## config.mk

```make
export PLATFORM = sky130hd
export DESIGN_NAME = psum_axis_serializer
export DESIGN_NICKNAME = d
export VERILOG_FILES = /design/src/rtl/psum_axis_serializer_pkg.sv /design/src/rtl/psum_axis_serializer.sv
export SDC_FILE = /design/constraint.sdc
export NUM_CORES = 2
export LEC_CHECK = 0
export CAP_MARGIN = 25
export CORE_AREA = 8 8 529 531
export CTS_CLUSTER_SIZE = 16
export DETAILED_ROUTE_END_ITERATION = 8
export DIE_AREA = 0 0 537 539
export PLACE_DENSITY = 0.5
export RECOVER_POWER = 25
export SYNTH_ARGS = -nofsm -noshare
export SYNTH_HDL_FRONTEND = slang
export SYNTH_SLANG_ARGS = --single-unit
```

## constraint.sdc

```tcl
create_clock -name clk -period 6.1 [get_ports clk]
set_clock_uncertainty 0.05 [all_clocks]
set_input_delay 1.525 -clock clk [delete_from_list [all_inputs] [get_ports clk]]
set_output_delay 1.525 -clock clk [all_outputs]
set_load 0.01 [all_outputs]
```

## src/rtl/psum_axis_serializer_pkg.sv

```systemverilog
// Shared constants and state type for the partial-sum AXI4-Stream serializer.
package psum_axis_serializer_pkg;

    localparam int DEF_PSUM_WIDTH = 1280;
    localparam int DEF_AXIS_WIDTH = 32;

    typedef enum logic {
        IDLE = 1'b0,
        SEND = 1'b1
    } state_t;

endpackage

```

## src/rtl/psum_axis_serializer.sv

```systemverilog
// Captures one wide partial-sum vector per valid/ready handshake and drains it
// LSB-first as AXI4-Stream beats, reporting the number of completed vectors.
module psum_axis_serializer
    import psum_axis_serializer_pkg::*;
#(
    parameter int PSUM_WIDTH           = DEF_PSUM_WIDTH,
    parameter int C_M_AXIS_TDATA_WIDTH = DEF_AXIS_WIDTH
) (
    input  logic                              clk,
    input  logic                              rst_n,
    input  logic [PSUM_WIDTH-1:0]             psum_in,
    input  logic                              psum_valid,
    input  logic                              psum_last,
    output logic                              psum_ready,
    output logic [C_M_AXIS_TDATA_WIDTH-1:0]   M_AXIS_TDATA,
    output logic [C_M_AXIS_TDATA_WIDTH/8-1:0] M_AXIS_TSTRB,
    output logic                              M_AXIS_TLAST,
    output logic                              M_AXIS_TVALID,
    input  logic                              M_AXIS_TREADY,
    input  logic                              count_clear,
    output logic [31:0]                       vec_count,
    output logic                              busy
);

    localparam int BEATS = PSUM_WIDTH / C_M_AXIS_TDATA_WIDTH;
    localparam int CNT_W = $clog2(BEATS);
    localparam logic [CNT_W-1:0] LAST_BEAT = CNT_W'(BEATS - 1);

    state_t                  state_q, state_d;
    logic [CNT_W-1:0]        beat_cnt_q;
    logic [PSUM_WIDTH-1:0]   vec_q;
    logic                    last_q;
    logic [31:0]             vec_count_q;

    logic beat_fire;
    logic final_fire;
    logic capture;

    assign beat_fire  = (state_q == SEND) && M_AXIS_TREADY;
    assign final_fire = beat_fire && (beat_cnt_q == LAST_BEAT);
    assign psum_ready = (state_q == IDLE) || final_fire;
    assign capture    = psum_valid && psum_ready;

    // NOTE: sequential state uses non-blocking assignments only, so every
    // register samples pre-edge values regardless of statement order.
    always_ff @(posedge clk or negedge rst_n) begin
        if (!rst_n) begin
            state_q <= IDLE;
        end else begin
            state_q <= state_d;
        end
    end

    // NOTE: state_d gets its default before the case so no path can leave it
    // unassigned and infer a latch.
    always_comb begin
        state_d = state_q;
        case (state_q)
            IDLE:    if (psum_valid) state_d = SEND;
            SEND:    if (final_fire && !psum_valid) state_d = IDLE;
            default: state_d = IDLE;
        endcase
    end

    // NOTE: the held vector is a plain register, not a RAM, so it is cleared
    // by reset; this guarantees TDATA reads zero and no stale tail survives.
    always_ff @(posedge clk or negedge rst_n) begin
        if (!rst_n) begin
            vec_q      <= '0;
            last_q     <= 1'b0;
            beat_cnt_q <= '0;
        end else if (capture) begin
            vec_q      <= psum_in;
            last_q     <= psum_last;
            beat_cnt_q <= '0;
        end else if (beat_fire) begin
            // Shifting keeps the current beat in the low word, avoiding a wide mux.
            vec_q      <= vec_q >> C_M_AXIS_TDATA_WIDTH;
            beat_cnt_q <= (beat_cnt_q == LAST_BEAT) ? '0 : beat_cnt_q + 1'b1;
        end
    end

    always_ff @(posedge clk or negedge rst_n) begin
        if (!rst_n) begin
            vec_count_q <= '0;
        end else if (count_clear) begin
            vec_count_q <= '0;
        end else if (final_fire) begin
            vec_count_q <= vec_count_q + 32'd1;
        end
    end

    assign M_AXIS_TDATA  = vec_q[C_M_AXIS_TDATA_WIDTH-1:0];
    assign M_AXIS_TSTRB  = '1;
    assign M_AXIS_TVALID = (state_q == SEND);
    assign M_AXIS_TLAST  = (state_q == SEND) && last_q && (beat_cnt_q == LAST_BEAT);
    assign vec_count     = vec_count_q;
    assign busy          = (state_q == SEND);

endmodule
```

==> run metrics <==
Seq/Total Area, Yosys 39.8%; post-synthesis adder-cell area fraction 0.0301%; row cnt 192; Clk pin slew, worst setup/hold paths 60 ps; CP Capture Type async pin; worst hold-check path type reg -> reg; total power 0.0298 W; CP delay by family, top buffers and inverters; Post-Synth Simple-Gate Area 0.777%; actual slew at the worst max-slew pin 3760 ps; Synth area leader dfrtp_1; Synth-to-Final Area Change 25.5%; Place WS 1630 ps; HPWL after DPL 274000 um; WP data arrival 5280 ps; fillers 26316; Fin. Hold Viols 0; top_reg_cell synth dfrtp_1; flop-to-flop setup slack 2410 ps; Ports 1358; first-pass iteration count of the detailed router 5; vias in the first global route 73744; CTS Sinks 1320; All-Layer GR Usage 25.8%; CTS Root Buffer Type clkbuf_16; post-CTS sizing 0; Post-Synth XOR/XNOR Area 0.306%; largest family of logic cells by synthesized area compound AO/OA/AOI/OAI gates; failing checks max-capacitance violations, max-slew violations; final critical-path required period 4580 ps; share of layout cells above drive strength 1 10.3%; global-route wire length before repair 565000 um; leakage 40.1 nW; fin. max-slew vios 89; Via density 6.47; status finished, violations left; core area 0.272 mm^2; multiplexer share of the synthesized area 15.1%; largest net degree at the start of global routing 288; CTS Buf Count 180; GR Overflow Total 0; slowest stage delay, CP 2470 ps; Total Die Area 0.289 mm^2; clk_lat worst skew 860 ps; async set-reset flop share out of synthesis 100%; CP max-delay cell clkbuf_2; peak supply drop 0.230 mV; Synth top area share 39.8%; number of remaining DRC errors 0; flops & latches, synth 1320; WL final 400000 um; Placer Congestion 0.867; setup repair after global routing missed its margin no; FMAX 218 MHz; cell mode on critical path clkbuf_2; initial antenna violation count 281; Relative slew margins -150%; synth top area cells dfrtp_1, mux2i_1, o221ai_1; Multi-input gate area 0.0451 mm^2; storage element area 0.0330 mm^2; Final ANT Viol Nets 0; sum of negative setup slack 0 ps; Commonest cells post-synth dfrtp_1, o21ai_0, mux2i_1; Ys Warns 0; setup ws final 1520 ps; die height 539 um; Port Buffers 1353; WS Path Type in -> async; DRT iter0 DRCs 7678; syn_area_per_cell 11.0 um^2; CP max FO 99; Syn Inst Count 7538; Synth Area in Compound Gates 38.1%; CTS tree done; worst-path cell chain clkbuf_2 -> clkbuf_2; Die Wd 537 um; Post-CTS Setup Repair Bufs 0; H-Tree Depth 4; Max clock buf depth 4; Max Cap Violations 1; Worst setup SP type input port; vias after detailed routing 78048; # hold bufs at CTS 0; EDFF count, synth 0; library cells used by synthesis 40; WP data required 6800 ps; final setup violation count 0; Power Density 286 mW/mm^2; post-route clock period utilization 75.1%; count leader, synth dfrtp_1; routed len/inst 33.2 um; Initial Util 30.5%; Buffers & Inverters on Critical Path 2; Synth Cell Area 0.0830 mm^2; Final Net Count 9476
[flip-flops by register name (all words and copies together) (netlist names)]
register	flops
vec_count	32
vec_q	1280
M_AXIS_TVALID	1
last_q	1
beat_cnt_q	6
[placed cells by master (no fill, tap or decap), types with 15 or more instances in the layout]
cell,synthesis,final
dfrtp_1,1320,1319
clkbuf_1,620,57
nand4_1,15,15
clkbuf_8,0,47
mux2i_1,1249,1249
clkdlybuf4s50_1,0,1350
clkbuf_16,0,182
buf_12,0,56
buf_4,40,68
xor2_1,17,17
nand2_1,15,15
a22o_1,32,32
nor2_1,30,29
o21ai_0,1255,1255
o221a_1,800,800
diode_2,0,162
o221a_2,448,448
o221ai_1,1248,1248
[cell type report]
class                           instances  area share, %
Clock inverter                         28          0.325
Antenna cell                          162          0.389
Clock buffer                          283           5.19
Multi-Input combinational cell       5194           43.3
Tap cell                             3589           4.31
Inverter                                3         0.0108
Timing Repair Buffer                 1489           14.8
Sequential cell                      1320           31.7
[stage by stage]
| step | instance area (um^2) | utilization, % | instances | hold WS (ps) |
|---|---|---|---|---|
| CTS | 104000 | 38.1 | 11900 | 463 |
| floorplan | 83100 | - | 7541 | 423 |
| global placement | 97800 | 36.0 | 11585 | 444 |
| detailed placement | 97900 | 36.0 | 11589 | 443 |
| finish | 104000 | 38.3 | 12068 | 459 |
| global route | 104000 | 38.3 | 12009 | 488 |
[kinds of logic (layout without fill, tap and decap cells)]
family | count (synthesis) | count (layout)
other cells | 1 | 166
compound gates | 3793 | 3793
mux | 1250 | 1250
buf+inv | 1027 | 1803
xor+xnor | 29 | 29
flops | 1320 | 1320
simple gates | 116 | 116
fa+ha+maj | 2 | 2
[layer usage]
| metal | up-vias | GRT usage, % | routed length, um |
|---|---|---|---|
| met5 | - | 0 | 858 |
| met4 | 130 | 11.4 | 18400 |
| met3 | 751 | 6.41 | 29500 |
| met2 | 2928 | 41.9 | 190000 |
| met1 | 40576 | 32.5 | 162000 |
| li1 | 33663 | - | - |
[power by group]
part	leakage [nW]	switching, W	total [W]	internal [W]
Sequential	16.0	0.00239	0.0127	0.0103
Clock	2.81	0.00437	0.0106	0.00622
Combinational	21.3	0.00272	0.00657	0.00384
Total	40.1	0.00949	0.0298	0.0204
[path summary, 6_finish.rpt]
kind / start / end / cells after the start
worst max-delay path: rst_n / vec_q[737] / 2
worst min register to register: last_q / last_q / 1
worst max register to register: M_AXIS_TVALID / vec_q[254] / 6
max in group clk: M_AXIS_TVALID / busy / 2
worst min-delay path: last_q / last_q / 1
min in group asynchronous: rst_n / vec_q[636] / 1
(Power assumes the default switching activity.)
